$ cat src/rtl/stopwatch_digit_gen_if.sv
// Control pulses into, and display/status signals out of, the stopwatch core.
interface stopwatch_digit_gen_if;
   logic       start_stop;
   logic       clear;
   logic       lap;
   logic [6:0] digit0_segments;
   logic [6:0] digit1_segments;
   logic [6:0] digit2_segments;
   logic [6:0] digit3_segments;
   logic       running;
   logic       lap_active;
   logic       rollover;

   // Controller side: issues the pulses and watches the display outputs
   modport master (
      output start_stop, clear, lap,
      input  digit0_segments, digit1_segments, digit2_segments, digit3_segments,
      input  running, lap_active, rollover
   );

   // Stopwatch core side
   modport slave (
      input  start_stop, clear, lap,
      output digit0_segments, digit1_segments, digit2_segments, digit3_segments,
      output running, lap_active, rollover
   );
endinterface

$ cat src/rtl/stopwatch_digit_gen.sv
// MM:SS stopwatch core: one-second prescaler, BCD count, run/pause/clear
// control, lap display hold and registered seven-segment digit patterns.
module stopwatch_digit_gen #(
   parameter int TICK_DIV = 100000000
) (
   input logic                 clk,
   input logic                 rst,
   stopwatch_digit_gen_if.slave bus
);

   localparam int PW = $clog2(TICK_DIV);
   localparam logic [PW-1:0] TERM = PW'(TICK_DIV - 1);

   typedef enum logic [1:0] {
      IDLE  = 2'd0,
      RUN   = 2'd1,
      PAUSE = 2'd2
   } state_t;

   state_t        state_q;
   logic [PW-1:0] presc_q;
   logic [3:0]    s1_q, s10_q, m1_q, m10_q;
   logic [3:0]    snapS1_q, snapS10_q, snapM1_q, snapM10_q;
   logic          hold_q;
   logic [6:0]    seg0_q, seg1_q, seg2_q, seg3_q;
   logic          running_q, lapActive_q, rollover_q;

   logic [3:0]    s1_d, s10_d, m1_d, m10_d;
   logic [3:0]    show0, show1, show2, show3;
   logic          tick, atMax;

   // Active-high a..g pattern for one BCD digit
   function automatic logic [6:0] encodeDigit(input logic [3:0] d);
      logic [6:0] seg;
      case (d)
         4'd0:    seg = 7'h3F;
         4'd1:    seg = 7'h06;
         4'd2:    seg = 7'h5B;
         4'd3:    seg = 7'h4F;
         4'd4:    seg = 7'h66;
         4'd5:    seg = 7'h6D;
         4'd6:    seg = 7'h7D;
         4'd7:    seg = 7'h07;
         4'd8:    seg = 7'h7F;
         4'd9:    seg = 7'h6F;
         default: seg = 7'h00;
      endcase
      return seg;
   endfunction

   // Terminal-count detect, ripple-carry BCD increment and display source select
   always_comb begin
      tick  = (state_q == RUN) && (presc_q == TERM);
      atMax = (s1_q == 4'd9) && (s10_q == 4'd5) && (m1_q == 4'd9) && (m10_q == 4'd5);
      s1_d  = s1_q;
      s10_d = s10_q;
      m1_d  = m1_q;
      m10_d = m10_q;
      if (s1_q != 4'd9) begin
         s1_d = s1_q + 4'd1;
      end else begin
         s1_d = 4'd0;
         if (s10_q != 4'd5) begin
            s10_d = s10_q + 4'd1;
         end else begin
            s10_d = 4'd0;
            if (m1_q != 4'd9) begin
               m1_d = m1_q + 4'd1;
            end else begin
               m1_d = 4'd0;
               if (m10_q != 4'd5) begin
                  m10_d = m10_q + 4'd1;
               end else begin
                  m10_d = 4'd0;
               end
            end
         end
      end
      show0 = hold_q ? snapS1_q  : s1_q;
      show1 = hold_q ? snapS10_q : s10_q;
      show2 = hold_q ? snapM1_q  : m1_q;
      show3 = hold_q ? snapM10_q : m10_q;
   end

   // Control FSM with count, prescaler, lap hold and all registered outputs
   always_ff @(posedge clk) begin
      if (rst) begin
         state_q     <= IDLE;
         presc_q     <= '0;
         s1_q        <= 4'd0;
         s10_q       <= 4'd0;
         m1_q        <= 4'd0;
         m10_q       <= 4'd0;
         snapS1_q    <= 4'd0;
         snapS10_q   <= 4'd0;
         snapM1_q    <= 4'd0;
         snapM10_q   <= 4'd0;
         hold_q      <= 1'b0;
         seg0_q      <= 7'h3F;
         seg1_q      <= 7'h3F;
         seg2_q      <= 7'h3F;
         seg3_q      <= 7'h3F;
         running_q   <= 1'b0;
         lapActive_q <= 1'b0;
         rollover_q  <= 1'b0;
      end else begin
         rollover_q <= 1'b0;

         if (state_q == RUN) begin
            if (tick) begin
               presc_q    <= '0;
               s1_q       <= s1_d;
               s10_q      <= s10_d;
               m1_q       <= m1_d;
               m10_q      <= m10_d;
               rollover_q <= atMax;
            end else begin
               presc_q <= presc_q + PW'(1);
            end
         end

         if (bus.lap) begin
            if (hold_q) begin
               if (state_q != IDLE) begin
                  hold_q      <= 1'b0;
                  lapActive_q <= 1'b0;
               end
            end else if (state_q == RUN) begin
               hold_q      <= 1'b1;
               lapActive_q <= 1'b1;
               snapS1_q    <= s1_q;
               snapS10_q   <= s10_q;
               snapM1_q    <= m1_q;
               snapM10_q   <= m10_q;
            end
         end

         case (state_q)
            IDLE, PAUSE: begin
               if (bus.clear) begin
                  state_q     <= IDLE;
                  running_q   <= 1'b0;
                  presc_q     <= '0;
                  s1_q        <= 4'd0;
                  s10_q       <= 4'd0;
                  m1_q        <= 4'd0;
                  m10_q       <= 4'd0;
                  hold_q      <= 1'b0;
                  lapActive_q <= 1'b0;
               end else if (bus.start_stop) begin
                  state_q   <= RUN;
                  running_q <= 1'b1;
               end
            end
            RUN: begin
               if (bus.start_stop) begin
                  state_q   <= PAUSE;
                  running_q <= 1'b0;
               end
            end
            default: begin
               state_q   <= IDLE;
               running_q <= 1'b0;
            end
         endcase

         seg0_q <= encodeDigit(show0);
         seg1_q <= encodeDigit(show1);
         seg2_q <= encodeDigit(show2);
         seg3_q <= encodeDigit(show3);
      end
   end

   assign bus.digit0_segments = seg0_q;
   assign bus.digit1_segments = seg1_q;
   assign bus.digit2_segments = seg2_q;
   assign bus.digit3_segments = seg3_q;
   assign bus.running         = running_q;
   assign bus.lap_active      = lapActive_q;
   assign bus.rollover        = rollover_q;

endmodule
$ cat src/flat_wrapper.sv
// flat-port wrapper written by rule: the top's interface ports become plain ports
module stopwatch_digit_gen_flat 
#(
   parameter int TICK_DIV = 100000000
)
  (clk, rst, bus_start_stop, bus_clear, bus_lap, bus_digit0_segments, bus_digit1_segments, bus_digit2_segments, bus_digit3_segments, bus_running, bus_lap_active, bus_rollover);
  stopwatch_digit_gen_if bus_i ();
  input logic clk;
  input logic rst;
  input wire logic [$bits(bus_i.start_stop)-1:0] bus_start_stop;
  input wire logic [$bits(bus_i.clear)-1:0] bus_clear;
  input wire logic [$bits(bus_i.lap)-1:0] bus_lap;
  output wire logic [$bits(bus_i.digit0_segments)-1:0] bus_digit0_segments;
  output wire logic [$bits(bus_i.digit1_segments)-1:0] bus_digit1_segments;
  output wire logic [$bits(bus_i.digit2_segments)-1:0] bus_digit2_segments;
  output wire logic [$bits(bus_i.digit3_segments)-1:0] bus_digit3_segments;
  output wire logic [$bits(bus_i.running)-1:0] bus_running;
  output wire logic [$bits(bus_i.lap_active)-1:0] bus_lap_active;
  output wire logic [$bits(bus_i.rollover)-1:0] bus_rollover;
  assign bus_i.start_stop = bus_start_stop;
  assign bus_i.clear = bus_clear;
  assign bus_i.lap = bus_lap;
  assign bus_digit0_segments = bus_i.digit0_segments;
  assign bus_digit1_segments = bus_i.digit1_segments;
  assign bus_digit2_segments = bus_i.digit2_segments;
  assign bus_digit3_segments = bus_i.digit3_segments;
  assign bus_running = bus_i.running;
  assign bus_lap_active = bus_i.lap_active;
  assign bus_rollover = bus_i.rollover;
  stopwatch_digit_gen #(.TICK_DIV(TICK_DIV)) u_core (.clk(clk), .rst(rst), .bus(bus_i));
endmodule
$ cat config.mk
export PLATFORM = sky130hd
export DESIGN_NAME = stopwatch_digit_gen_flat
export DESIGN_NICKNAME = d
export VERILOG_FILES = /design/src/rtl/stopwatch_digit_gen_if.sv /design/src/rtl/stopwatch_digit_gen.sv /design/src/flat_wrapper.sv
export SDC_FILE = /design/constraint.sdc
export NUM_CORES = 1
export LEC_CHECK = 0
export CORE_MARGIN = 5
export CORE_UTILIZATION = 45
export CTS_BUF_LIST = sky130_fd_sc_hd__clkbuf_16
export CTS_CLUSTER_DIAMETER = 60
export DETAILED_ROUTE_END_ITERATION = 16
export PLACE_DENSITY = 0.69
export SKIP_CTS_REPAIR_TIMING = 1
export SLEW_MARGIN = 20
export SYNTH_ARGS = -nofsm -noshare
export SYNTH_HDL_FRONTEND = slang
export SYNTH_SLANG_ARGS = --single-unit
$ cat constraint.sdc
create_clock -name clk -period 4.7 [get_ports clk]
set_input_delay 0.705 -clock clk [delete_from_list [all_inputs] [get_ports clk]]
set_output_delay 0.705 -clock clk [all_outputs]
set_load 0.02 [all_outputs]
==> out/results.ini <==
[timing]
relSlewSlack=0.395
tightestPinTransition_ns=0.907
max_freq_ghz=0.381
rsz0062_at_grt=false
finalCriticalPeriod_ns=2.62
hold_viol_final=0
tns_ns=0
finalSetupViolCount=0
timing.final.crit_share=0.558
finClkSkew_ns=0.00987
drv_slew=0

[power]
p_per_area_nw_per_um2=286
combPwrFrac=0.025
peakVddDrop_uv=152
netSwitchingPower_uw=338
p_int_uw=1150
seqPwrFrac=0.526
switching_share=0.226
p_leak_uw=0.00180
power.share.clock=0.449

[clocking]
cts_buffers=9
cts_max_path_buffers=2
cts_tree=yes
root_buffer=clkbuf_16
clock_sinks=92
clk_latency_ns=0.34
ctsHtreeMaxLevel=3
clkTransAtPathRegs_ns=0.07

[floorplan]
start_util=0.460
dieWidth_um=110
placementRows=36
die_h_um=110
io_pins=36
die-area_um2=12100
core_um2=9770

[global_routing]
grt_pass1_vias=3410
grt_pass1_wl_um=15500
grt_max_degree=44
overflow=0
grt_usage=0.158
antenna_found_initial=0

[synthesis]
synth_nets=562
yosys_warnings=0
synth_edf_count=0
yosysUniqueCellTypes=46
ys_ff_latch=92
synth_area_per_cell_um2=8.45
synth_cells=532
synthesis.area_um2=4500
yosysSeqAreaShare=0.410
async_flop_share=0
synth_flop_cell=dfxtp_1

[hold_path]
hold_class=reg2reg

[setup_path]
r2r-end=u_core.presc_q[13]
required_ns=4.88
reg2reg_from=u_core.presc_q[8]
end_kind=register
critPathMaxFanout=25
path_class=reg2reg
cp.arrival_ns=2.80
critPathLaunch=u_core.presc_q[8]
worstSetupEndpoint=u_core.presc_q[13]
reg2reg_depth=5
rrSetupSlack_ns=2.08
worst_setup_path_start_kind=register

[routing]
vias=3687
drtIter0Drc=180
drt-total-wl_um=9010
first_pass_iters=4
vias_per_cell=5.28
postRouteAntennaNets=0
route.detailed.drc=0
wl_per_cell_um=12.9

[place]
hpwl_um=6220
io_buffers=35
place.gp.congestion=0.803
placed_cells=682

[layout]
syn2layout_area_growth_pct=15.9
final_common_cell=dfxtp_1
multi_input_area_um2=2460
final_nets=590
fillCellCount=911
drive_gt1_frac=0.0513
final_cell_count_no_fill=698
layout_common_cells=dfxtp_1, nand2_1, nor2_1
antenna_cells=0
register_area_um2=1840

[run_status]
status=finished clean

[flow_run]
cap_violations=0

-- critical path, cell delays in order, from the launching register on --
cell,delay [ns]
dfxtp_1,0.36
or4_4,0.56
nor4_4,0.50
nand3_1,0.22
nand2b_1,0.70
nor2_1,0.12
-- state kept, by name (all words and copies together), names as in the netlist --
| register | count |
|---|---|
| u_core.bus.rollover | 1 |
| u_core.snapM1_q | 4 |
| u_core.presc_q | 27 |
| u_core.bus.digit1_segments | 7 |
| u_core.hold_q | 1 |
| u_core.s10_q | 4 |
| u_core.bus.digit3_segments | 7 |
| u_core.s1_q | 4 |
| u_core.snapM10_q | 4 |
| u_core.bus.running | 1 |
| u_core.bus.lap_active | 1 |
| u_core.m1_q | 4 |
| u_core.m10_q | 4 |
| u_core.snapS1_q | 4 |
| u_core.bus.digit0_segments | 7 |
| u_core.state_q | 1 |
| u_core.bus.digit2_segments | 7 |
| u_core.snapS10_q | 4 |
-- logic make-up (layout without fill, tap and decap cells) --
group	after synthesis	count (layout)	share of synthesized area
AND/OR/NAND/NOR	219	219	0.247
AO/OA/AOI/OAI	99	99	0.122
flip-flops	92	92	0.410
buffers and inverters	45	78	0.0429
XOR/XNOR	30	30	0.0584
adder cells (fa/ha/maj)	25	25	0.0696
multiplexers	22	22	0.0501
-- cell type report --
class,count,area share
Timing Repair Buffer,39,0.0730
Sequential cell,92,0.353
Clock inverter,7,0.00984
Multi-Input combinational cell,395,0.472
Tap cell,133,0.0319
Inverter,23,0.0166
Clock buffer,9,0.0432
-- Yosys cell counts (6+ instances only) --
cell type / instances / area, µm²
dfxtp_1: 92 / 1840
nand2_1: 66 / 248
nor2_1: 55 / 206
a21oi_1: 49 / 245
o21ai_0: 30 / 150
ha_1: 25 / 313
xnor2_1: 25 / 219
inv_1: 23 / 86.3
nand3_1: 21 / 105
mux2i_1: 18 / 180
clkbuf_1: 14 / 52.6
nand2b_1: 12 / 75.1
nor3_1: 11 / 55.1
nor4_1: 10 / 62.6
nand4_1: 8 / 50.1
a31oi_1: 6 / 37.5
-- power by group through the flow --
stage                     sequential [µW]  clock [µW]  combinational (µW)
after detailed placement              802           0                37.3
after CTS                             784         689                37.4
after global placement                802           0                37.1
final                                 784         670                37.2
after global routing                  784         721                41.1
after floorplan                       801           0                26.3
-- metal layers --
| layer | routed length, µm | global-route usage |
|---|---|---|
| met1 | 4090 | 0.193 |
| met2 | 4530 | 0.275 |
| met3 | 306 | 0.0317 |
| met4 | 82 | 0.0552 |
| met5 | 0 | 0 |
-- worst min path at each step --
stage | startpoint | to | slack [ns] | cells after the start
2_1_floorplan | u_core.snapM10_q[0] | u_core.snapM10_q[0] | 0.44 | 2
3_3_place_gp | u_core.snapM10_q[0] | u_core.snapM10_q[0] | 0.44 | 2
3_5_place_dp | u_core.snapS1_q[2] | u_core.snapS1_q[2] | 0.45 | 2
4_1_cts | u_core.snapS1_q[2] | u_core.snapS1_q[2] | 0.46 | 2
5_1_grt | u_core.snapS10_q[2] | u_core.snapS10_q[2] | 0.48 | 2
6_report | u_core.snapS1_q[2] | u_core.snapS1_q[2] | 0.46 | 2
-- stage by stage --
step / total power (µW) / hold slack [ns] / area, µm² / util / setup slack, ns
floorplan: 827 / 0.436 / 4500 / - / 2.37
global placement: 839 / 0.441 / 4940 / 0.505 / 1.81
detailed placement: 840 / 0.448 / 4940 / 0.505 / 1.80
CTS: 1510 / 0.457 / 5210 / 0.533 / 2.05
global route: 1550 / 0.477 / 5210 / 0.533 / 1.81
finish: 1490 / 0.456 / 5210 / 0.533 / 2.08
(Power assumes the default switching activity.)
